[src/rtl/debounce_pkg.sv]
// Shared constants, FSM state encoding and parameter-range helper for the
// debouncer array and its per-channel filter.
package debounce_pkg;

  // Default configuration of one debouncer array.
  localparam int DEF_N_CH          = 4;
  localparam int DEF_SYNC_STAGES   = 2;
  localparam int DEF_CNT_W         = 16;
  localparam int DEF_STABLE_CYCLES = 10;
  localparam int DEF_HOLD_CYCLES   = 0;

  // Per-channel filter state. Bit 1 is the debounced level, so the two
  // "high side" states share it and the level can never disagree with it.
  typedef enum logic [1:0] {
    ST_LOW       = 2'b00,
    ST_PEND_HIGH = 2'b01,
    ST_HIGH      = 2'b11,
    ST_PEND_LOW  = 2'b10
  } db_state_e;

  // True when value is representable as an unsigned counter of the given width.
  function automatic bit fits_counter(input longint value, input int width);
    return (value >= 64'sd0) && (value <= ((64'sd1 <<< width) - 64'sd1));
  endfunction

endpackage

[src/rtl/debounce_channel.sv]
// One debounced input: synchroniser chain, symmetric stability filter,
// rise/fall strobes and a one-shot long-press strobe.
module debounce_channel
  import debounce_pkg::*;
#(
  parameter int SYNC_STAGES   = DEF_SYNC_STAGES,
  parameter int CNT_W         = DEF_CNT_W,
  parameter int STABLE_CYCLES = DEF_STABLE_CYCLES,
  parameter int HOLD_CYCLES   = DEF_HOLD_CYCLES
) (
  input  logic clk_i,
  input  logic rst_i,
  input  logic noisy_i,
  output logic level_o,
  output logic rise_o,
  output logic fall_o,
  output logic hold_o,
  output logic rise_nxt_o,
  output logic fall_nxt_o
);

  // Counter compare points; the counters run 0..N-1 so N samples are seen.
  localparam logic [CNT_W-1:0] STABLE_LAST = CNT_W'(STABLE_CYCLES - 1);
  localparam logic [CNT_W-1:0] HOLD_LAST   =
    (HOLD_CYCLES > 0) ? CNT_W'(HOLD_CYCLES - 1) : {CNT_W{1'b0}};
  localparam logic [CNT_W-1:0] CNT_ONE     = CNT_W'(1);
  localparam bit               HOLD_EN     = (HOLD_CYCLES > 0);

  logic [SYNC_STAGES-1:0] r_sync;
  logic                   w_s;

  db_state_e              r_state;
  logic                   r_level;
  logic [CNT_W-1:0]       r_cnt;
  logic                   r_rise;
  logic                   r_fall;

  logic [CNT_W-1:0]       r_hcnt;
  logic                   r_held;
  logic                   r_hold;

  logic                   w_flip;
  logic                   w_rise_nxt;
  logic                   w_fall_nxt;
  logic                   w_hold_nxt;

  // Bring the asynchronous pin into the clock domain.
  always_ff @(posedge clk_i or posedge rst_i) begin
    if (rst_i) begin
      r_sync <= {SYNC_STAGES{1'b0}};
    end else begin
      r_sync <= {r_sync[SYNC_STAGES-2:0], noisy_i};
    end
  end

  assign w_s = r_sync[SYNC_STAGES-1];

  // Decide this cycle's level flip and strobes from the current sample.
  always_comb begin
    w_flip     = 1'b0;
    w_rise_nxt = 1'b0;
    w_fall_nxt = 1'b0;
    w_hold_nxt = 1'b0;
    if ((w_s != r_level) && (r_cnt == STABLE_LAST)) begin
      w_flip = 1'b1;
    end else begin
      w_flip = 1'b0;
    end
    w_rise_nxt = w_flip & w_s;
    w_fall_nxt = w_flip & ~w_s;
    if (HOLD_EN && r_level && !r_held && (r_hcnt == HOLD_LAST)) begin
      w_hold_nxt = 1'b1;
    end else begin
      w_hold_nxt = 1'b0;
    end
  end

  // Stability FSM: a pending state is left on any agreeing sample, or
  // crosses to the opposite level on the STABLE_CYCLES-th differing one.
  always_ff @(posedge clk_i or posedge rst_i) begin
    if (rst_i) begin
      r_state <= ST_LOW;
      r_level <= 1'b0;
      r_cnt   <= {CNT_W{1'b0}};
      r_rise  <= 1'b0;
      r_fall  <= 1'b0;
    end else begin
      r_rise <= w_rise_nxt;
      r_fall <= w_fall_nxt;
      case (r_state)
        ST_LOW, ST_PEND_HIGH: begin
          if (!w_s) begin
            r_state <= ST_LOW;
            r_level <= 1'b0;
            r_cnt   <= {CNT_W{1'b0}};
          end else if (w_flip) begin
            r_state <= ST_HIGH;
            r_level <= 1'b1;
            r_cnt   <= {CNT_W{1'b0}};
          end else begin
            r_state <= ST_PEND_HIGH;
            r_level <= 1'b0;
            r_cnt   <= r_cnt + CNT_ONE;
          end
        end
        ST_HIGH, ST_PEND_LOW: begin
          if (w_s) begin
            r_state <= ST_HIGH;
            r_level <= 1'b1;
            r_cnt   <= {CNT_W{1'b0}};
          end else if (w_flip) begin
            r_state <= ST_LOW;
            r_level <= 1'b0;
            r_cnt   <= {CNT_W{1'b0}};
          end else begin
            r_state <= ST_PEND_LOW;
            r_level <= 1'b1;
            r_cnt   <= r_cnt + CNT_ONE;
          end
        end
        default: begin
          r_state <= ST_LOW;
          r_level <= 1'b0;
          r_cnt   <= {CNT_W{1'b0}};
        end
      endcase
    end
  end

  // Long-press timer: counts while high and not yet fired, freezes after
  // firing, and is re-armed only by a debounced release.
  always_ff @(posedge clk_i or posedge rst_i) begin
    if (rst_i) begin
      r_hcnt <= {CNT_W{1'b0}};
      r_held <= 1'b0;
      r_hold <= 1'b0;
    end else begin
      r_hold <= w_hold_nxt;
      if (w_fall_nxt) begin
        r_hcnt <= {CNT_W{1'b0}};
        r_held <= 1'b0;
      end else if (w_hold_nxt) begin
        r_held <= 1'b1;
      end else if (HOLD_EN && r_level && !r_held) begin
        r_hcnt <= r_hcnt + CNT_ONE;
      end else begin
        r_hcnt <= r_hcnt;
      end
    end
  end

  assign level_o    = r_level;
  assign rise_o     = r_rise;
  assign fall_o     = r_fall;
  assign hold_o     = r_hold;
  assign rise_nxt_o = w_rise_nxt;
  assign fall_nxt_o = w_fall_nxt;

endmodule

[src/rtl/debouncer_array.sv]
// N independent debounced inputs with a shared "something changed" strobe.
module debouncer_array
  import debounce_pkg::*;
#(
  parameter int N_CH          = DEF_N_CH,
  parameter int SYNC_STAGES   = DEF_SYNC_STAGES,
  parameter int CNT_W         = DEF_CNT_W,
  parameter int STABLE_CYCLES = DEF_STABLE_CYCLES,
  parameter int HOLD_CYCLES   = DEF_HOLD_CYCLES
) (
  input  logic            clk_i,
  input  logic            rst_i,
  input  logic [N_CH-1:0] noisy_i,
  output logic [N_CH-1:0] level_o,
  output logic [N_CH-1:0] rise_o,
  output logic [N_CH-1:0] fall_o,
  output logic [N_CH-1:0] hold_o,
  output logic            any_change_o
);

  // Reject configurations the counters cannot represent.
  if (N_CH < 1) begin : g_chk_n_ch
    $error("debouncer_array: N_CH must be at least 1");
  end
  if (SYNC_STAGES < 2) begin : g_chk_sync
    $error("debouncer_array: SYNC_STAGES must be at least 2");
  end
  if ((CNT_W < 1) || (CNT_W > 32)) begin : g_chk_cnt_w
    $error("debouncer_array: CNT_W must be in 1..32");
  end
  if ((STABLE_CYCLES < 1) || !fits_counter(longint'(STABLE_CYCLES), CNT_W)) begin : g_chk_stable
    $error("debouncer_array: STABLE_CYCLES must be in 1..2**CNT_W-1");
  end
  if ((HOLD_CYCLES < 0) || !fits_counter(longint'(HOLD_CYCLES), CNT_W)) begin : g_chk_hold
    $error("debouncer_array: HOLD_CYCLES must be in 0..2**CNT_W-1");
  end

  logic [N_CH-1:0] w_rise_nxt;
  logic [N_CH-1:0] w_fall_nxt;
  logic            r_any_change;

  for (genvar g = 0; g < N_CH; g++) begin : g_ch
    debounce_channel #(
      .SYNC_STAGES  (SYNC_STAGES),
      .CNT_W        (CNT_W),
      .STABLE_CYCLES(STABLE_CYCLES),
      .HOLD_CYCLES  (HOLD_CYCLES)
    ) u_ch (
      .clk_i     (clk_i),
      .rst_i     (rst_i),
      .noisy_i   (noisy_i[g]),
      .level_o   (level_o[g]),
      .rise_o    (rise_o[g]),
      .fall_o    (fall_o[g]),
      .hold_o    (hold_o[g]),
      .rise_nxt_o(w_rise_nxt[g]),
      .fall_nxt_o(w_fall_nxt[g])
    );
  end

  // Register the OR of next-cycle strobes so it lines up with rise_o/fall_o.
  always_ff @(posedge clk_i or posedge rst_i) begin
    if (rst_i) begin
      r_any_change <= 1'b0;
    end else begin
      r_any_change <= |(w_rise_nxt | w_fall_nxt);
    end
  end

  assign any_change_o = r_any_change;

endmodule

[config.mk]
export PLATFORM = sky130hd
export DESIGN_NAME = debouncer_array
export DESIGN_NICKNAME = d
export VERILOG_FILES = /design/src/rtl/debounce_pkg.sv /design/src/rtl/debounce_channel.sv /design/src/rtl/debouncer_array.sv
export SDC_FILE = /design/constraint.sdc
export NUM_CORES = 1
export LEC_CHECK = 0
export BUFFER_PORTS_ARGS = -buffer_cell sky130_fd_sc_hd__buf_2
export CAP_MARGIN = 20
export CORE_MARGIN = 5
export CORE_UTILIZATION = 60
export CTS_CLUSTER_SIZE = 30
export DETAILED_ROUTE_END_ITERATION = 10
export PLACE_DENSITY = 0.79
export SLEW_MARGIN = 20
export SYNTH_ARGS = -nofsm -noshare
export SYNTH_HDL_FRONTEND = slang
export SYNTH_SLANG_ARGS = --single-unit
[constraint.sdc]
create_clock -name clk_i -period 3.7 [get_ports clk_i]
set_input_delay 0.74 -clock clk_i [delete_from_list [all_inputs] [get_ports clk_i]]
set_output_delay 0.74 -clock clk_i [all_outputs]
set_load 0.02 [all_outputs]
==> summary.txt <==
Timing
  – FMAX: 0.546 GHz
  – Crit share post-route: 0.495
  – Max Slew Vio Count: 0
  – Final Hold Vio Count: 0
  – Max-slew headroom: 0.597
  – Unrepaired setup endpoints after global routing: no
  – Setup tns final: 0 ps
  – Min Clock Period, post-route: between 1500 and 2000 ps
  – Slew @ Worst Pin: about 600 ps
  – Final setup margin: approximately 1900 ps
  – # setup viols final: 0
  – Fin Clk Skew: ~9.3 ps
  – Hold WS: 312 ps

Job
  – Max-Cap Viols: 0

Pwr
  – Seq pwr share: 0.540
  – Peak ir drop on the vdd network: 0.000226 V
  – P_sw: about 0.00045 W
  – Clock network power share: 0.394
  – Combinational share of power: 0.065
  – Power Density: 430 mW/mm^2
  – Switching part of the total: 0.247
  – Static Leakage: approximately 1.8 nW
  – Internal: 0.00138 W

Worst setup path
  – Setup crit start kind: flop
  – Worst EP required: between 3000 and 4000 ps
  – Kind of critical path: flop to flop
  – Worst Path Arrival: 2050 ps
  – Reg2reg setup slack: 1870 ps
  – CP Capture Type: flop
  – CP max FO: 16

Global route
  – Grt peak-use layer: met2
  – Largest net degree at the start of global routing: 35
  – All-Layer GR Usage: 0.179
  – GRT overflow: 0
  – Initial antenna violation count: 0
  – Met3 usage: 0.0622
  – Met1 GRT Util: 0.239
  – First-pass GRT wire length: between 10000 and 15000 um
  – Vias in the first global route: 2648
  – GR Layer Usage met2: 0.276

Floorplan
  – Die area: ~0.0084 mm^2
  – Die Wd: roughly 92 um
  – # rows: 29
  – Die H: 91.7 um
  – Core box area: 0.00642 mm^2
  – Ports: 23
  – Initial core utilization: 0.624

Logic synthesis
  – Post-synth cell types: 34
  – Seq cells post-synth: 85
  – Ys Warns: 0
  – Syn Inst Count: 392
  – Avg Inst Size Synth: about 10 um^2
  – Sequential area share after synthesis: 0.531
  – Mapped Area: 0.00401 mm^2

Placement
  – Area after DPL: 0.00405 mm^2
  – Setup Slack @ Placement: approximately 1900 ps
  – I/O Buffers: 18
  – HPWL after DPL: 4710 um
  – GPL Wtd Cong: 0.810

Drt
  – Final WL: just under 7000 um
  – Via count: 2780
  – Post-DRT Antenna Nets: 0
  – Drt drc: 0
  – Post-DR wirelength/cell: 14.3 um
  – Initial drt markers: 110
  – First-pass DRT Iterations: 4
  – Vias per inst: about 5.8

Clock network
  – Hold-fix buffers, CTS: 0
  – H-tree depth: 3
  – Setup Buffers After CTS: 0
  – Post-CTS resize count: 0
  – Clk Latency, worst-skew pair: 360 ps
  – CTS Buf Count: 9
  – Root Driver: clkbuf_8
  – Clock-pin slew on the worst setup and hold paths: approximately 90 ps
  – Max clock buf depth: 2
  – CTS tree: yes
  – # clock sinks: 85

Cells and area
  – Final core occ: 0.665
  – Design area: about 0.0043 mm^2
  – ANT cells: 0
  – Layout cells sized above 1: 0.111
  – Synth-to-layout area growth: 6.62%
  – Nets: 413
  – Layout filler cell count: between 400 and 500

Hold path
  – Worst min path class: input pin to asynchronous set/reset pin

Outcome
  – Status: completed
## logic make-up after synthesis
family / count (synthesis) / synth area share
AOI/OAI and AO/OA: 14 / 0.0215
xor gates and xnor gates: 54 / 0.118
adders and majority gates: 8 / 0.0250
buffers and inverters: 39 / 0.0534
DFF: 85 / 0.531
muxes: 4 / 0.0112
other: 1 / 0.000936
and+or+nand+nor: 187 / 0.239
## Yosys cell counts
library cell,n,area share
nand3_1,22,0.027
nor4b_1,7,0.015
or4_1,1,0.0019
mux2_2,4,0.011
clkbuf_1,5,0.0047
or3_1,5,0.0078
clkbuf_2,1,0.0012
and4_1,1,0.0022
or4_4,1,0.0028
nor3_1,21,0.026
a21oi_1,5,0.0062
nand4_1,18,0.028
inv_1,12,0.011
conb_1,1,0.00094
nor3b_1,1,0.0019
xor2_1,13,0.028
dfrtp_1,85,0.53
and3_1,3,0.0047
or2_1,1,0.0016
o21ai_0,5,0.0062
ha_1,8,0.025
and3_2,1,0.0019
buf_2,5,0.0062
nand2b_1,2,0.0031
o31ai_1,1,0.0019
nand2_1,13,0.012
and2_1,4,0.0062
nor2_1,68,0.064
a41o_1,2,0.0050
a21oi_2,1,0.0022
buf_4,16,0.030
xnor2_1,41,0.090
nand4_4,1,0.0053
nor4_1,17,0.027
## worst paths after layout
kind,startpoint,endpoint,depth (start not counted)
min in group clk_i,g_ch[2].u_ch.r_sync[0],g_ch[2].u_ch.r_sync[1],0
max,g_ch[3].u_ch.r_cnt[1],g_ch[3].u_ch.r_cnt[2],6
min reg2reg,g_ch[2].u_ch.r_sync[0],g_ch[2].u_ch.r_sync[1],0
max in group asynchronous,rst_i,g_ch[2].u_ch.r_cnt[3],3
max reg2reg,g_ch[3].u_ch.r_cnt[1],g_ch[3].u_ch.r_cnt[2],6
min,rst_i,g_ch[0].u_ch.r_sync[0],2
## registers in the layout, summed over array words and instances, names as in the netlist
| name | flops |
|---|---|
| g_ch.u_ch.r_sync | 8 |
| g_ch.u_ch.fall_o | 4 |
| g_ch.u_ch.level_o | 4 |
| g_ch.u_ch.r_cnt | 64 |
| any_change_o | 1 |
| g_ch.u_ch.rise_o | 4 |
## layout make-up
| class | count | area (um^2) | area share |
|---|---|---|---|
| Clock buffer | 9 | 124 | 0.0290 |
| Tap cell | 77 | 96.3 | 0.0226 |
| Multi-Input combinational cell | 271 | 1680 | 0.393 |
| Inverter | 12 | 46.3 | 0.0108 |
| Sequential cell | 85 | 2130 | 0.498 |
| Timing Repair Buffer | 20 | 105 | 0.0246 |
| Clock inverter | 7 | 96.3 | 0.0226 |
## power by group through the flow
stage               Sequential [W]  Combinational, W  Clock, W
global placement           0.00101          0.000117         0
detailed placement         0.00101          0.000122         0
CTS                       0.000991          0.000122  0.000740
global route              0.000998          0.000138  0.000780
finish                    0.000992          0.000120  0.000724
floorplan                 0.000993          0.000114         0
## stage by stage
stage | cells | total power (W)
after floorplan | 395 | 0.00111
after global placement | 465 | 0.00112
after detailed placement | 465 | 0.00113
after CTS | 481 | 0.00185
after global routing | 481 | 0.00192
final | 481 | 0.00184
## cells in the final DEF (no fill, tap or decap), types with 2 or more instances in the layout
cell type,Yosys,final
dfrtp_1,85,85
nor2_1,68,68
xnor2_1,41,41
nand3_1,22,22
nor3_1,21,21
nand4_1,18,18
buf_2,5,18
nor4_1,17,17
nand2_1,13,13
xor2_1,13,13
inv_1,12,11
clkbuf_8,0,9
ha_1,8,8
nor4b_1,7,7
o21ai_0,5,5
or3_1,5,5
a21oi_1,5,5
and2_1,4,4
mux2_2,4,4
conb_1,1,4
and3_1,3,3
clkinv_2,0,3
inv_6,0,3
nand2b_1,2,2
a41o_1,2,2
bufinv_16,0,2
buf_4,16,2
## per-layer routing
layer | routed length (um) | up-vias | part of all wire
li1 | - | 1337 | -
met1 | 3140 | 1351 | 0.45
met2 | 3250 | 76 | 0.47
met3 | 352 | 16 | 0.051
met4 | 151 | 0 | 0.022
met5 | 0 | - | 0
## critical path, cell delays in order, from the launching register on
cell and delay, ps:
dfrtp_1 400, inv_1 70, ha_1 150, nor4b_1 280, nand4_1 190, nand2b_1 490, nor2_1 120
Power figures use the tool's default switching activity.
